<file path="config.mk">
export PLATFORM = sky130hd
export DESIGN_NAME = cla_pipe_adder
export DESIGN_NICKNAME = d
export VERILOG_FILES = /design/src/rtl/cla_pipe_adder_pkg.sv /design/src/rtl/cla_pipe_adder_block.sv /design/src/rtl/cla_pipe_adder.sv
export SDC_FILE = /design/constraint.sdc
export NUM_CORES = 1
export LEC_CHECK = 0
export ABC_AREA = 1
export BUFFER_PORTS_ARGS = -buffer_cell sky130_fd_sc_hd__buf_2
export CORE_UTILIZATION = 45
export DETAILED_ROUTE_END_ITERATION = 12
export PLACE_DENSITY_LB_ADDON = 0.12
export SYNTH_ARGS = -nofsm -noshare
export SYNTH_HDL_FRONTEND = slang
export SYNTH_HIERARCHICAL = 1
export SYNTH_SLANG_ARGS = --single-unit
</file>
<file path="constraint.sdc">
create_clock -name clk -period 4.3 [get_ports clk]
set_input_delay 0 -clock clk [delete_from_list [all_inputs] [get_ports clk]]
set_output_delay 0 -clock clk [all_outputs]
set_load 0.005 [all_outputs]
</file>
<file path="src/rtl/cla_pipe_adder_pkg.sv">
// Shared constants for the pipelined carry-lookahead adder/subtractor:
// default geometry, mode encoding and result flag positions.
package cla_pipe_adder_pkg;

    localparam int unsigned DEF_WIDTH = 32;
    localparam int unsigned DEF_BLK   = 4;

    localparam logic MODE_ADD = 1'b0;
    localparam logic MODE_SUB = 1'b1;

    localparam int unsigned FLAG_CO   = 0;
    localparam int unsigned FLAG_OVF  = 1;
    localparam int unsigned FLAG_ZERO = 2;
    localparam int unsigned NUM_FLAGS = 3;

    // Two's-complement overflow from the sign bits of both effective operands and the result.
    function automatic logic ovf_rule(input logic a_msb, input logic bo_msb, input logic s_msb);
        return (a_msb == bo_msb) && (s_msb != a_msb);
    endfunction

endpackage

</file>
<file path="src/rtl/cla_pipe_adder_block.sv">
// Combinational BLK-bit carry-lookahead slice: every internal carry is a flat
// sum of generate/propagate products rather than a ripple.
module cla_block #(
    parameter int unsigned BLK = 4
) (
    input  logic [BLK-1:0] a_i,
    input  logic [BLK-1:0] b_i,
    input  logic           ci_i,
    output logic [BLK-1:0] s_o,
    output logic           co_o
);

    logic [BLK-1:0] g;
    logic [BLK-1:0] p;
    logic [BLK:0]   c;
    logic           term;

    always_comb begin
        g    = a_i & b_i;
        p    = a_i ^ b_i;
        c    = '0;
        term = 1'b0;
        c[0] = ci_i;
        for (int i = 0; i < int'(BLK); i++) begin
            term = ci_i;
            for (int k = 0; k <= i; k++) begin
                term = term & p[k];
            end
            c[i+1] = term;
            for (int j = 0; j <= i; j++) begin
                term = g[j];
                for (int k = j + 1; k <= i; k++) begin
                    term = term & p[k];
                end
                c[i+1] = c[i+1] | term;
            end
        end
        s_o  = p ^ c[BLK-1:0];
        co_o = c[BLK];
    end

endmodule

</file>
<file path="src/rtl/cla_pipe_adder.sv">
// Pipelined WIDTH-bit carry-lookahead adder/subtractor with STAGES registered carry
// boundaries, valid/ready handshake on both sides and signed-overflow/zero flags.
module cla_pipe_adder
    import cla_pipe_adder_pkg::*;
#(
    parameter int unsigned WIDTH  = DEF_WIDTH,
    parameter int unsigned BLK    = DEF_BLK,
    parameter int unsigned STAGES = 2
) (
    input  logic             clk,
    input  logic             reset,
    input  logic             in_valid,
    output logic             in_ready,
    input  logic [WIDTH-1:0] a,
    input  logic [WIDTH-1:0] b,
    input  logic             ci,
    input  logic             sub,
    output logic             out_valid,
    input  logic             out_ready,
    output logic [WIDTH-1:0] s,
    output logic             co,
    output logic             ovf,
    output logic             zero
);

    localparam int unsigned NSLICE = WIDTH / BLK;
    localparam int unsigned SPS    = NSLICE / STAGES;
    localparam int unsigned SBITS  = SPS * BLK;
    localparam int unsigned LAST   = STAGES - 1;

    if (STAGES < 1 || WIDTH % BLK != 0 || NSLICE % STAGES != 0) begin : g_bad_cfg
        $fatal(1, "cla_pipe_adder: WIDTH must be a multiple of BLK and slices of STAGES");
    end

    function automatic logic [WIDTH-1:0] bit_range(input int unsigned lo, input int unsigned hi);
        logic [WIDTH-1:0] m;
        for (int unsigned i = 0; i < WIDTH; i++) begin
            m[i] = (i >= lo) && (i <= hi);
        end
        return m;
    endfunction

    logic [WIDTH-1:0]  bo;
    logic              cin;
    logic [WIDTH-1:0]  st_a   [STAGES];
    logic [WIDTH-1:0]  st_bo  [STAGES];
    logic [WIDTH-1:0]  st_sin [STAGES];
    logic [WIDTH-1:0]  st_sum [STAGES];
    logic [STAGES-1:0] st_cin;
    logic [STAGES-1:0] v_q, v_d, adv, ld;
    logic [WIDTH-1:0]  slice_s;
    logic [NSLICE-1:0] slice_ci, slice_co;
    logic              ready_chain;

    assign bo        = (sub == MODE_SUB) ? ~b : b;
    assign cin       = (sub == MODE_SUB) ? 1'b1 : ci;
    assign st_a[0]   = a;
    assign st_bo[0]  = bo;
    assign st_sin[0] = '0;
    assign st_cin[0] = cin;

    for (genvar j = 0; j < NSLICE; j++) begin : g_slice
        localparam int unsigned K = j / SPS;
        if (j % SPS == 0) begin : g_head
            assign slice_ci[j] = st_cin[K];
        end else begin : g_chain
            assign slice_ci[j] = slice_co[j-1];
        end
        cla_block #(
            .BLK(BLK)
        ) u_blk (
            .a_i  (st_a[K][j*BLK +: BLK]),
            .b_i  (st_bo[K][j*BLK +: BLK]),
            .ci_i (slice_ci[j]),
            .s_o  (slice_s[j*BLK +: BLK]),
            .co_o (slice_co[j])
        );
    end

    for (genvar k = 0; k < STAGES; k++) begin : g_stage
        localparam logic [WIDTH-1:0] OwnMask = bit_range(k * SBITS, (k + 1) * SBITS - 1);
        logic [WIDTH-1:0] sum_q;

        assign st_sum[k] = st_sin[k] | (slice_s & OwnMask);

        always_ff @(posedge clk or posedge reset) begin
            if (reset) begin
                sum_q <= '0;
            end else if (ld[k]) begin
                sum_q <= st_sum[k];
            end
        end

        if (k < LAST) begin : g_mid
            // Only the operand bits later stages still have to add are carried forward.
            localparam logic [WIDTH-1:0] UpMask = bit_range((k + 1) * SBITS, WIDTH - 1);
            logic [WIDTH-1:0] a_q, bo_q;
            logic             c_q;

            always_ff @(posedge clk or posedge reset) begin
                if (reset) begin
                    a_q  <= '0;
                    bo_q <= '0;
                    c_q  <= 1'b0;
                end else if (ld[k]) begin
                    a_q  <= st_a[k] & UpMask;
                    bo_q <= st_bo[k] & UpMask;
                    c_q  <= slice_co[(k+1)*SPS-1];
                end
            end

            assign st_a[k+1]   = a_q;
            assign st_bo[k+1]  = bo_q;
            assign st_sin[k+1] = sum_q;
            assign st_cin[k+1] = c_q;
        end else begin : g_last
            logic [NUM_FLAGS-1:0] flags_d, flags_q;

            always_comb begin
                flags_d            = '0;
                flags_d[FLAG_CO]   = slice_co[NSLICE-1];
                flags_d[FLAG_OVF]  = ovf_rule(st_a[k][WIDTH-1], st_bo[k][WIDTH-1],
                                              st_sum[k][WIDTH-1]);
                flags_d[FLAG_ZERO] = ~|st_sum[k];
            end

            always_ff @(posedge clk or posedge reset) begin
                if (reset) begin
                    flags_q <= '0;
                end else if (ld[k]) begin
                    flags_q <= flags_d;
                end
            end

            assign s    = sum_q;
            assign co   = flags_q[FLAG_CO];
            assign ovf  = flags_q[FLAG_OVF];
            assign zero = flags_q[FLAG_ZERO];
        end
    end

    // Ready ripples back from the output: a stage may move if the next one is empty or moving.
    always_comb begin
        adv         = '0;
        ld          = '0;
        v_d         = '0;
        ready_chain = out_ready;
        for (int k = int'(LAST); k >= 0; k--) begin
            adv[k]      = v_q[k] & ready_chain;
            ready_chain = ~v_q[k] | adv[k];
        end
        in_ready = ready_chain;
        ld[0]    = in_valid & ready_chain;
        for (int k = 1; k < int'(STAGES); k++) begin
            ld[k] = adv[k-1];
        end
        v_d = ld | (v_q & ~adv);
    end

    always_ff @(posedge clk or posedge reset) begin
        if (reset) begin
            v_q <= '0;
        end else begin
            v_q <= v_d;
        end
    end

    assign out_valid = v_q[LAST];

endmodule

</file>
==> impl_metrics.csv <==
group,metric,value,unit
global_route,grt_first_pass_wirelength,18.02,mm
floorplan,num_rows,38,
logic_synthesis,synth_compound_area_share,3.179,%
logic_synthesis,synth_seq_cells,86,
finish,nFillCells,1024,
logic_synthesis,synthTopCellsByArea,"dfrtp_1, nand2_1, ha_1, inv_1, xor2_1",
logic_synthesis,synth-adder-area-share,12.81,%
logic_synthesis,synth_warnings,6,
floorplan,die_h,109.0,um
finish,seq_area,0.002152,mm^2
floorplan,die_area,0.01189,mm^2
critical_path,start_kind,"flop",
detailed_routing,drcViolationCount,0,
critical_path,cp-end-kind,"flop",
sta,max_clock_freq,291.2,MHz
critical_path,required,4560,ps
clock_network,cts_sinks,86,
power_and_ir_drop,power_density,469.0,mW/mm^2
hold_path,hold_class,"input port to flop",
finish,multi_input_area,0.002599,mm^2
detailed_routing,drt_iter0_drc,181,
clock_network,htreeDepth,3,
sta,fin_skew,6.807,ps
hold_path,hold_start,"b[16]",
clock_network,cts.clk_slew.worst_paths,70,ps
global_route,grt_overflow_total,0,
logic_synthesis,yosys.area_share.simple,26.26,%
logic_synthesis,synth_area,0.005156,mm^2
detailed_routing,wl_per_cell,11.96,um
critical_path,timing.rr.start,"g_stage[0].g_mid.a_q[16]",
detailed_routing,vias,4295,
logic_synthesis,synth_xor_area_share,8.153,%
logic_synthesis,syn_inst,631,
critical_path,cp.arrival,3690,ps
clock_network,cts-resized-gates,0,
power_and_ir_drop,p_leak,3.539,nW
placement,gp_congestion,0.7991,
floorplan,core_area,0.01098,mm^2
sta,setup_violations,0,
logic_synthesis,synth_edf_count,0,
detailed_routing,antenna_left,0,
clock_network,cts_buffers,9,
hold_path,holdPathStages,3,
logic_synthesis,synth.distinct_cells,22,
critical_path,startpoint,"g_stage[0].g_mid.a_q[16]",
clock_network,cts_setup_buffers,0,
sta,min_period,3434,ps
flow_run,cap_violations,0,
sta,maxSlewViolCount,0,
critical_path,r2r_end,"g_stage[1].g_last.flags_q[2]",
finish,area_delta_synth_final,25.45,%
placement,port_buffers,106,
finish,antenna_cells,0,
critical_path,r2r_setup_slack,870,ps
logic_synthesis,synth_top_family_by_area,"simple AND/OR/NAND/NOR gates",
placement,hpwl,7.866,mm
critical_path,worstPathMaxFanout,3,
sta,tightestPinTransition,942.7,ps
floorplan,initial_core_util,46.95,%
logic_synthesis,async_reset_ff_share,100.0,%
detailed_routing,viasPerCell,4.709,
logic_synthesis,synth.avg_cell_area,8.171,um^2
clock_network,clockBufferDepth,2,
logic_synthesis,syn-num-nets,749,
finish,drive_above_1_share,18.13,%
detailed_routing,drt_first_pass_iters,5,
logic_synthesis,yosysSeqAreaShare,41.74,%
logic_synthesis,yosysTopAreaCellShare,41.74,%
sta,final_hold_viol_count,0,
floorplan,dieWidth,109.0,um
global_route,grt_use_total,19.69,%
power_and_ir_drop,max-vdd-ir-drop,265.4,uV
clock_network,clk_latency,340,ps
critical_path,reg2reg_depth,26,
sta,relSlewSlack,37.08,%
outcome,outcome,"completed",
sta,finalSetupTns,0,ps
clock_network,cts_tree,"done",
finish,layout.nets,885,
global_route,antenna_found_initial,0,
sta,period_share,79.86,%
power_and_ir_drop,total_power,0.003034,W
logic_synthesis,ys.flop_type,"dfrtp_1",
logic_synthesis,muxShareOfSynthArea,0,%
detailed_routing,wl,10.91,mm
global_route,grt_pass1_vias,3927,
clock_network,cts-root-buf,"clkbuf_16",
sta,rsz0062_at_grt,"false",
global_route,grt_start_max_net_pins,64,
finish,final_util,58.90,%
hold_path,whs_endpoint,"g_stage[0].g_mid.bo_q[16]",
logic_synthesis,yosys-top-cells-count,"nand2_1, dfrtp_1, inv_1",
logic_synthesis,yosysMostFrequentCell,"nand2_1",
floorplan,io_pins,107,
logic_synthesis,yosys.area.top_type,"dfrtp_1",
critical_path,worstSetupPathType,"flop to flop",
worst max path at each step:
stage                                               to  slack, ps  cells past startpoint
final                     g_stage[1].g_last.flags_q[2]        870                     26
after global routing      g_stage[1].g_last.flags_q[2]        500                     26
after CTS                 g_stage[1].g_last.flags_q[2]        850                     26
after detailed placement          g_stage[0].sum_q[14]        840                     24
after global placement            g_stage[0].sum_q[15]        900                     25
after floorplan           g_stage[1].g_last.flags_q[2]       1230                     25
per-stage QoR:
| step | hold slack [ps] | cell area (um^2) | std cells | setup slack (ps) |
|---|---|---|---|---|
| 4_1_cts | 4.436 | 6469 | 912 | 845.3 |
| 3_3_place_gp | 196.0 | 5747 | 861 | 902.4 |
| 5_1_grt | 32.50 | 6469 | 912 | 496.3 |
| 3_5_place_dp | 199.6 | 5747 | 861 | 838.3 |
| 6_report | 15.02 | 6469 | 912 | 866.1 |
| 2_1_floorplan | 99.48 | 5156 | 631 | 1225 |
cells by family (layout without fill, tap and decap cells):
| logic type | Yosys count | after routing |
|---|---|---|
| and+or+nand+nor | 327 | 327 |
| buffers and inverters | 90 | 231 |
| DFF | 86 | 86 |
| adders and majority gates | 48 | 48 |
| xor gates and xnor gates | 48 | 48 |
| AOI/OAI and AO/OA | 32 | 32 |
registers in the layout, indices dropped and copies added (netlist names):
signal and cells:
s 32, g_stage.g_mid.a_q 16, g_stage.g_mid.bo_q 16, g_stage.sum_q 16, g_stage.g_last.flags_q 3, v_q 2
g_stage.g_mid.c_q 1
final cells by class:
cell class / instances / share of cell area, %
timing repair buffer: 144 / 13.97
sequential: 86 / 33.27
inverter: 71 / 4.139
clock buffer: 10 / 3.694
tap: 140 / 2.708
multi-input combinational: 455 / 40.17
clock inverter: 6 / 2.050
report_power, final:
group / switching, W / internal (W)
clock network: 0.000311 / 0.000641
registers: 0.000133 / 0.00102
logic: 0.000528 / 0.000405
total: 0.000972 / 0.00206
cell usage in the layout, fill, tap and decap left out:
cell type	count
buf_2	106
dfrtp_1	86
nand2_2	1
nand3_2	9
nand2_4	1
nand3_1	30
xnor2_1	21
clkinv_2	2
ha_1	40
o21bai_1	1
clkbuf_16	9
nor2_1	21
inv_1	68
nand2_1	256
buf_4	3
dlygate4sd3_1	35
clkinvlp_4	1
fa_1	8
o21ai_0	30
clkbuf_8	1
xor2_1	27
or2_2	1
a31oi_1	1
bufinv_16	4
nand4_1	8
inv_2	2
per-layer routing:
layer | share of wire (%) | vias to the layer above | GRT usage [%]
met5 | 0 | - | 0
met4 | 0.74 | 0 | 6.371
met3 | 4.5 | 6 | 2.570
met2 | 45 | 90 | 32.21
met1 | 49 | 1977 | 26.94
li1 | - | 2222 | -
what timing repair did:
item	4_1_cts	5_1_grt
endpoints found under the setup margin	0	0
hold endpoints to repair	86	0
hold buffers	35	0
worst max-delay path: stages, from the launching register on:
cell and delay [ps]:
dfrtp_1 400, ha_1 300, ha_1 190, nand3_1 80, nand4_1 120, nand2_1 80, nand2_1 70, ha_1 210
nand3_1 90, nand4_1 130, nand2_1 90, nand2_1 60, ha_1 210, nand3_1 90, nand4_1 110, nand2_1 80
nand2_1 70, ha_1 210, nand3_1 80, nand4_1 120, nand2_1 80, nand2_1 80, nor2_1 90, nand2_1 50
nor2_1 80, nand3_1 80, o21bai_1 120
Note: power is estimated with default switching activity, not from simulation.
